### src/rtl/fpu_resp_fanout.sv
// Shared-FPU response return path: routes each result to the requesting core's
// small FIFO by the low ID bits; only a full target FIFO backpressures the FPU.
module fpu_resp_fanout #(
    parameter int unsigned NB_CORES   = 8,
    parameter int unsigned DATA_WIDTH = 32,
    parameter int unsigned FLAG_WIDTH = 5,
    parameter int unsigned ID_WIDTH   = 9,
    parameter int unsigned FIFO_DEPTH = 2
) (
    input  logic                                  clk,
    input  logic                                  rst_n,
    input  logic                                  data_r_valid_i,
    output logic                                  data_r_ready_o,
    input  logic [DATA_WIDTH-1:0]                 data_r_rdata_i,
    input  logic [FLAG_WIDTH-1:0]                 data_r_flag_i,
    input  logic [ID_WIDTH-1:0]                   data_r_ID_i,
    output logic [NB_CORES-1:0]                   data_r_valid_o,
    input  logic [NB_CORES-1:0]                   data_r_ready_i,
    output logic [NB_CORES-1:0][DATA_WIDTH-1:0]   data_r_rdata_o,
    output logic [NB_CORES-1:0][FLAG_WIDTH-1:0]   data_r_flag_o,
    output logic                                  id_err_o
);

    localparam int unsigned DEST_W = $clog2(NB_CORES);
    localparam int unsigned PTR_W  = $clog2(FIFO_DEPTH);
    localparam int unsigned CNT_W  = $clog2(FIFO_DEPTH + 1);

    logic [DATA_WIDTH-1:0] r_data [NB_CORES][FIFO_DEPTH];
    logic [FLAG_WIDTH-1:0] r_flag [NB_CORES][FIFO_DEPTH];
    logic [PTR_W-1:0]      r_wptr [NB_CORES];
    logic [PTR_W-1:0]      r_rptr [NB_CORES];
    logic [CNT_W-1:0]      r_cnt  [NB_CORES];
    logic                  r_id_err;

    logic [DEST_W-1:0]     w_dest;
    logic                  w_in_range;
    logic [NB_CORES-1:0]   w_full;
    logic [NB_CORES-1:0]   w_push;
    logic [NB_CORES-1:0]   w_pop;

    assign w_dest     = data_r_ID_i[DEST_W-1:0];
    assign w_in_range = (data_r_ID_i < ID_WIDTH'(NB_CORES));

    // Ready looks only at registered counts, so a same-cycle pop never frees a slot.
    always_comb begin
        w_full = '0;
        w_push = '0;
        w_pop  = '0;
        for (int c = 0; c < NB_CORES; c++) begin
            w_full[c] = (r_cnt[c] == CNT_W'(FIFO_DEPTH));
            w_pop[c]  = (r_cnt[c] != '0) && data_r_ready_i[c];
        end
        data_r_ready_o = w_in_range ? ~w_full[w_dest] : 1'b1;
        for (int c = 0; c < NB_CORES; c++) begin
            w_push[c] = data_r_valid_i && w_in_range && !w_full[c] &&
                        (w_dest == DEST_W'(c));
        end
    end

    always_ff @(posedge clk or negedge rst_n) begin
        if (!rst_n) begin
            r_id_err <= 1'b0;
            for (int c = 0; c < NB_CORES; c++) begin
                r_wptr[c] <= '0;
                r_rptr[c] <= '0;
                r_cnt[c]  <= '0;
                for (int e = 0; e < FIFO_DEPTH; e++) begin
                    r_data[c][e] <= '0;
                    r_flag[c][e] <= '0;
                end
            end
        end else begin
            r_id_err <= data_r_valid_i && !w_in_range;
            for (int c = 0; c < NB_CORES; c++) begin
                if (w_push[c]) begin
                    r_data[c][r_wptr[c]] <= data_r_rdata_i;
                    r_flag[c][r_wptr[c]] <= data_r_flag_i;
                    r_wptr[c]            <= r_wptr[c] + PTR_W'(1);
                end
                if (w_pop[c]) begin
                    r_rptr[c] <= r_rptr[c] + PTR_W'(1);
                end
                case ({w_push[c], w_pop[c]})
                    2'b10:   r_cnt[c] <= r_cnt[c] + CNT_W'(1);
                    2'b01:   r_cnt[c] <= r_cnt[c] - CNT_W'(1);
                    default: r_cnt[c] <= r_cnt[c];
                endcase
            end
        end
    end

    // Head of each FIFO drives the core interface directly.
    always_comb begin
        data_r_valid_o = '0;
        data_r_rdata_o = '0;
        data_r_flag_o  = '0;
        for (int c = 0; c < NB_CORES; c++) begin
            data_r_valid_o[c] = (r_cnt[c] != '0);
            data_r_rdata_o[c] = r_data[c][r_rptr[c]];
            data_r_flag_o[c]  = r_flag[c][r_rptr[c]];
        end
    end

    assign id_err_o = r_id_err;

endmodule

### config.mk
export PLATFORM = sky130hd
export DESIGN_NAME = fpu_resp_fanout
export DESIGN_NICKNAME = d
export VERILOG_FILES = /design/src/rtl/fpu_resp_fanout.sv
export SDC_FILE = /design/constraint.sdc
export NUM_CORES = 1
export LEC_CHECK = 0
export ABC_AREA = 0
export CORE_UTILIZATION = 49
export CTS_CLUSTER_DIAMETER = 100
export CTS_CLUSTER_SIZE = 14
export DETAILED_ROUTE_END_ITERATION = 10
export GPL_ROUTABILITY_DRIVEN = 0
export PLACE_DENSITY = 0.79
export RECOVER_POWER = 100
export SYNTH_ARGS = -nofsm -noshare
export SYNTH_HDL_FRONTEND = slang
export SYNTH_SLANG_ARGS = --single-unit
### constraint.sdc
create_clock -name clk -period 2.7 [get_ports clk]
set_clock_uncertainty 0.2 [all_clocks]
set_input_delay 0.405 -clock clk [delete_from_list [all_inputs] [get_ports clk]]
set_output_delay 0.405 -clock clk [all_outputs]
set_load 0.02 [all_outputs]
==> results.tsv, run 1 <==
stage	metric	value	unit
clocking	path_clk_slew	0.07	ns
clocking	root_buffer	clkbuf_16	
timing	slew_headroom	3.032	%
worst_setup_path	cp_data_required_time	2.10	ns
logic_synthesis	syn-cell-area	27450	µm²
timing	min_period	2.828	ns
clocking	clock_path_buffers	3	
worst_setup_path	worst-path-buf-inv	2	
timing	worst_slack	-0.1277	ns
timing	setup_viol	80	
worst_setup_path	start_kind	flip-flop	
logic_synthesis	netlist_top_cells_area	dfrtp_1 57%, mux2_2 29%, mux2_1 6.2%, mux2_4 1.0%, clkbuf_1 0.83%	
layout	nets	2219	
worst_setup_path	critPathKind	flip-flop to output pin	
run_status	violations	setup timing	
timing	period_share	104.7	%
placement	dp_hpwl	48520	µm
layout	finalNonFillerCells	2914	
floorplan	core_area	55200	µm²
pwr	pwr_density_cell	636.3	nW/µm²
pwr	worst_ir_drop_vdd	0.5960	mV
floorplan	row_count	86	
worst_setup_path	cp_cell_sequence	buf_6, mux2_2, clkdlybuf4s50_1	
worst_setup_path	crit_slowest_cell	clkdlybuf4s50_1	
timing	tightest_slew	1.455	ns
drt	num_vias	16340	
clocking	cts_tree	yes	
drt	wl_per_cell	25.20	µm
run_status	status	finished, violations left	
logic_synthesis	synth_top_area_cell	dfrtp_1	
logic_synthesis	postSynth.asyncResetShare	100.0	%
floorplan	start_util	49.73	%
logic_synthesis	syn_inst	1772	
timing	slew_viol_final	0	
grt	grt_first_pass_wirelength	110600	µm
layout	drive_gt1_share	43.27	%
worst_setup_path	path_max_fanout	18	
grt	grt_max_degree	101	
job	maxCapViolCount	0	
floorplan	die_area	56970	µm²
floorplan	io_pins	363	
logic_synthesis	yosysWarnings	0	
logic_synthesis	ys.flop_type	dfrtp_1	
logic_synthesis	syn_nets	1837	
placement	dp.cells	2838	
timing	finalHoldViolations	0	
placement	io_buffers	362	
logic_synthesis	synth-seq-cells	625	
drt	via_per_inst	5.606	
worst_setup_path	slowest_delay	0.55	ns
clocking	clock_latency	0.61	ns
timing	fmax	353.6	MHz
drt	drtPass1Iterations	5	
logic_synthesis	synth.top_cell.area_share	56.98	%
pwr	finalPower	21.26	mW
grt	overflow	0	
grt	grt_usage	26.08	%
logic_synthesis	syn_area_per_cell	15.49	µm²
layout	layout_commonest_cell	mux2_2	
clocking	cts_made_buffers	50	
grt	first_global_vias	17770	
floorplan	die_h	238.7	µm
grt	antenna_found_initial	3	
layout	synthToLayoutAreaGrowth	21.75	%
drt	first_iter_violations	727	
drt	ant_nets	0	
drt	wirelength	73430	µm
floorplan	die_x	238.7	µm
layout	final_cell_mix	718 x mux2_2, 617 x dfrtp_1, 230 x dlygate4sd2_1	
worst_setup_path	cp_data_arrival_time	2.22	ns
worst_setup_path	end_kind	output pin	
drt	drc	0	
clocking	clock_sink_count	625	
logic_synthesis	synth_edf_count	0	
worst_setup_path	critPathTopFamily	buffers and inverters	
logic_synthesis	synth_cell_type_count	40	
hold_path	hold_path_class	flip-flop to flip-flop	
pwr	p_leak	18.05	nW
logic_synthesis	seq_area_frac_synth	56.98	%
clocking	ctsHtreeMaxLevel	2	
timing	grt_setup_unrepaired	true	
cells in the mapped netlist, types with 4 or more instances:
| library cell | instances |
|---|---|
| nand3_2 | 4 |
| buf_6 | 12 |
| dfrtp_1 | 625 |
| ha_1 | 8 |
| nand3_4 | 4 |
| xor2_1 | 15 |
| xnor2_1 | 24 |
| buf_1 | 12 |
| clkbuf_1 | 61 |
| nand2_1 | 14 |
| mux2_4 | 19 |
| nor2_1 | 9 |
| nor2b_1 | 4 |
| and2_1 | 9 |
| or2_2 | 7 |
| buf_4 | 29 |
| buf_2 | 15 |
| mux2_1 | 151 |
| nor3b_1 | 5 |
| mux2_2 | 718 |
| inv_1 | 4 |
cells by family (layout without fill, tap and decap cells):
kind of cell	Yosys count	after routing	synth area share (%)
mux	888	888	36.69
flops	625	625	56.98
buf+inv	133	524	2.612
simple gates	74	74	1.933
xor+xnor	39	39	1.244
fa+ha+maj	8	8	0.3647
compound gates	5	5	0.1823
other cells	0	3	0
power by group:
group | total [mW] | switching [mW] | internal (mW)
Clock | 6.61 | 3.28 | 3.32
Combinational | 4.62 | 2.51 | 2.11
Sequential | 10.0 | 0.315 | 9.72
Total | 21.3 | 6.10 | 15.2
per-stage QoR:
| step | instance area [µm²] | TNS, ns | setup WS [ns] | utilization [%] | hold WS, ns |
|---|---|---|---|---|---|
| 2_1_floorplan | 27450 | 0 | 0.4309 | - | -0.09059 |
| 3_3_place_gp | 32590 | -46.52 | -0.2668 | 59.04 | 0.1699 |
| 3_5_place_dp | 32590 | -49.00 | -0.2665 | 59.04 | 0.1760 |
| 4_1_cts | 33800 | -6.699 | -0.2175 | 61.24 | 0.1365 |
| 5_1_grt | 33410 | -21.66 | -0.1789 | 60.53 | 0.2868 |
| 6_report | 33420 | -4.048 | -0.1277 | 60.54 | 0.2851 |
worst paths after layout:
check	startpoint	end	slack [ns]	depth (start not counted)
worst max-delay path	r_rptr[5]	data_r_rdata_o[68]	-0.13	3
worst min-delay path	r_data[435]	r_data[435]	0.29	1
worst max register to register	r_cnt[11]	r_data[363]	0.29	6
worst min register to register	r_data[435]	r_data[435]	0.29	1
max in group asynchronous	rst_n	r_rptr[6]	0.31	3
min in group asynchronous	rst_n	r_flag[5]	0.50	2
cell type report:
class,instances,area (µm²)
fillers,4303,21780
flip-flops and latches,625,15650
multi-input cells,1014,11060
repair buffers,459,4432
clock buffers,57,1277
well taps,748,935.9
clock inverters,4,41.29
inverters,4,15.01
diodes,3,7.507
sequential cells by signal, indices dropped and copies added (netlist names):
name and count:
r_data 512, r_rptr 8, id_err_o 1, r_cnt 16, r_wptr 8, r_flag 80
what timing repair did:
action,4_1_cts,5_1_grt
buffers inserted,5,3
gates resized for setup,290,44
hold buffers,1,0
pin swaps,0,1
endpoints found under the hold margin,151,0
gates cloned,3,0
setup endpoints to repair,296,66
per-layer routing:
layer	track usage (%)	wire length, µm	up-vias	share of wire [%]
met4	10.00	2659	0	3.6
li1	-	-	7037	-
met2	41.90	35410	435	48
met5	0	0	-	0
met1	35.72	31880	8741	43
met3	4.053	3481	124	4.7
No activity file was read; power rests on OpenSTA's default activity.
==> inputs of run 2 (changes only) <==
- HOLD_SLACK_MARGIN: default -> 0.03
- REMOVE_ABC_BUFFERS: default -> 1
==> run 2 against run 1 <==
Compared with the run above: the run now ends clean; sequential power barely moved; clock-buffer cell count is 2 lower; via count rose by 0.37%; final area down 0.46%; critical endpoint is now r_data[316]; power up 0.59%; core utilization down 0.28 points.
==> results.tsv, run 2 (synthesis results as in run 1) <==
stage	metric	value	unit	change
worst_setup_path	r2r_start	r_cnt[14]		
placement	io_buffers	362		unchanged
placement	dp.cells	2856		+0.63%
timing	whs	0.1598	ns	-0.1253 ns
worst_setup_path	critPathKind	input port to flip-flop		
floorplan	die_x	238.7	µm	unchanged
timing	finalHoldViolations	0		unchanged
timing	setup_viol	0		-100%
hold_path	hold_path_class	input port to async pin		
clocking	clock_latency	0.60	ns	about the same
clocking	cts_tree	yes		
placement	placedInstanceArea	32700	µm²	+0.34%
drt	wirelength	75890	µm	+3.3%
layout	largest_register_ffs	512		unchanged
drt	via_per_inst	5.598		-0.15%
placement	dp_hpwl	49210	µm	+1.4%
pwr	p_leak	18.12	nW	+0.34%
grt	first_global_vias	17920		+0.85%
floorplan	row_count	86		unchanged
worst_setup_path	crit_start	data_r_ID_i[5]		
worst_setup_path	start_kind	input port		
clocking	ctsHtreeMaxLevel	2		unchanged
grt	grt_usage	27.18	%	+1.1 points
layout	final_cell_mix	617 x dfrtp_1, 612 x mux2_2, 256 x mux2_1		
timing	fmax	373.0	MHz	+5.5%
worst_setup_path	cp_data_required_time	2.97	ns	+0.87 ns
floorplan	die_h	238.7	µm	unchanged
pwr	pwr_density_cell	643.0	nW/µm²	+1.1%
clocking	clock_sink_count	625		unchanged
layout	top_regs	r_data (512), r_flag (80), r_cnt (16)		
worst_setup_path	slowest_delay	0.50	ns	-0.05 ns
placement	post-place-ws	-0.3626	ns	-0.09607 ns
floorplan	start_util	49.73	%	unchanged
layout	finalNonFillerCells	2929		+0.51%
drt	wl_per_cell	25.91	µm	+2.8%
grt	antenna_found_initial	3		unchanged
grt	overflow	0		unchanged
worst_setup_path	crit_slowest_cell	or3_2		
worst_setup_path	end_kind	flip-flop		
layout	synthToLayoutAreaGrowth	21.19	%	
clocking	path_clk_slew	0.06	ns	about the same
run_status	status	completed		
drt	drtPass1Iterations	5		unchanged
layout	fin_area	33270	µm²	-0.46%
floorplan	die_area	56970	µm²	unchanged
timing	tightest_slew	1.300	ns	-0.1549 ns
floorplan	io_pins	363		unchanged
pwr	worst_ir_drop_vdd	0.5439	mV	-8.7%
timing	min_period	2.681	ns	-0.1467 ns
timing	period_share	99.30	%	-5.4 points
layout	drive_gt1_share	38.78	%	-4.5 points
layout	layout_commonest_cell	dfrtp_1		
job	maxCapViolCount	0		unchanged
timing	slew_headroom	13.36	%	+10 points
timing	worst_slack	0.01898	ns	+0.1467 ns
drt	first_iter_violations	876		+20%
drt	ant_nets	0		unchanged
drt	num_vias	16400		+0.37%
layout	nFillCells	4325		+0.51%
grt	grt_max_degree	94		-6.9%
clocking	clock_path_buffers	3		unchanged
drt	drc	0		unchanged
floorplan	core_area	55200	µm²	unchanged
worst_setup_path	path_max_fanout	27		+9
layout	largest_register	r_data		
layout	nets	2239		+0.90%
timing	grt_setup_unrepaired	false		
clocking	cts_made_buffers	50		unchanged
timing	slew_viol_final	0		unchanged
grt	grt_first_pass_wirelength	114000	µm	+3.0%
worst_setup_path	cp_cell_sequence	clkdlybuf4s50_1, nor4_4, clkbuf_4, nand3_1, or3_2, clkbuf_4, mux2_4		
worst_setup_path	cp_data_arrival_time	2.95	ns	+0.73 ns
worst_setup_path	cpMostUsedCell	clkbuf_4		
pwr	finalPower	21.39	mW	+0.59%
clocking	root_buffer	clkbuf_16		
[run 2: area by class of cell]
cell class	count	area [µm²]	area share (%)
inverters	4	15.01	0.04513
clock inverters	2	16.27	0.04889
repair buffers	479	4270	12.84
clock buffers	55	1291	3.881
flip-flops and latches	625	15650	47.04
multi-input cells	1014	11080	33.32
diodes	2	5.005	0.01504
well taps	748	935.9	2.813
[run 2: per-stage QoR]
stage | utilization (%) | TNS (ns)
final | 60.27 | 0
after global routing | 60.26 | 0
after CTS | 61.58 | -0.01122
after detailed placement | 59.24 | -65.13
after global placement | 59.24 | -59.90
after floorplan | - | -356.85
[run 2: routing by layer]
layer | wire length [µm] | up-vias | share of wire, % | global-route usage (%)
li1 | - | 7026 | - | -
met1 | 32620 | 8826 | 43 | 36.61
met2 | 37480 | 425 | 49 | 45.27
met3 | 3564 | 120 | 4.7 | 4.284
met4 | 2219 | 0 | 2.9 | 8.294
met5 | 0 | - | 0 | 0
[run 2: worst max-delay path, delay by kind of cell]
kind                   cells  cell delay, ns
buffers and inverters      3            1.08
muxes                      1            0.43
and+or+nand+nor            3            0.98
[run 2: report_power, final]
group / total, mW / internal, mW / switching (mW)
Sequential: 10.0 / 9.72 / 0.310
Clock: 6.53 / 3.35 / 3.18
Combinational: 4.82 / 2.07 / 2.75
[run 2: repair_timing]
item | CTS | global route
cloned | 7 | 0
buffers inserted | 5 | 1
pin swaps | 0 | 1
gates resized for setup | 413 | 5
hold buffers | 1 | 0
endpoints found under the hold margin | 161 | 0
endpoints found under the setup margin | 297 | 3
[run 2: path summary, 6_finish.rpt]
check | end | slack, ns | cells past startpoint
max | r_data[316] | 0.02 | 7
min | r_data[177] | 0.16 | 2
max reg2reg | r_data[502] | 0.09 | 7
min reg2reg | r_cnt[5] | 0.28 | 1
max in group asynchronous | r_data[333] | 0.27 | 4
min in group clk | id_err_o | 0.27 | 2
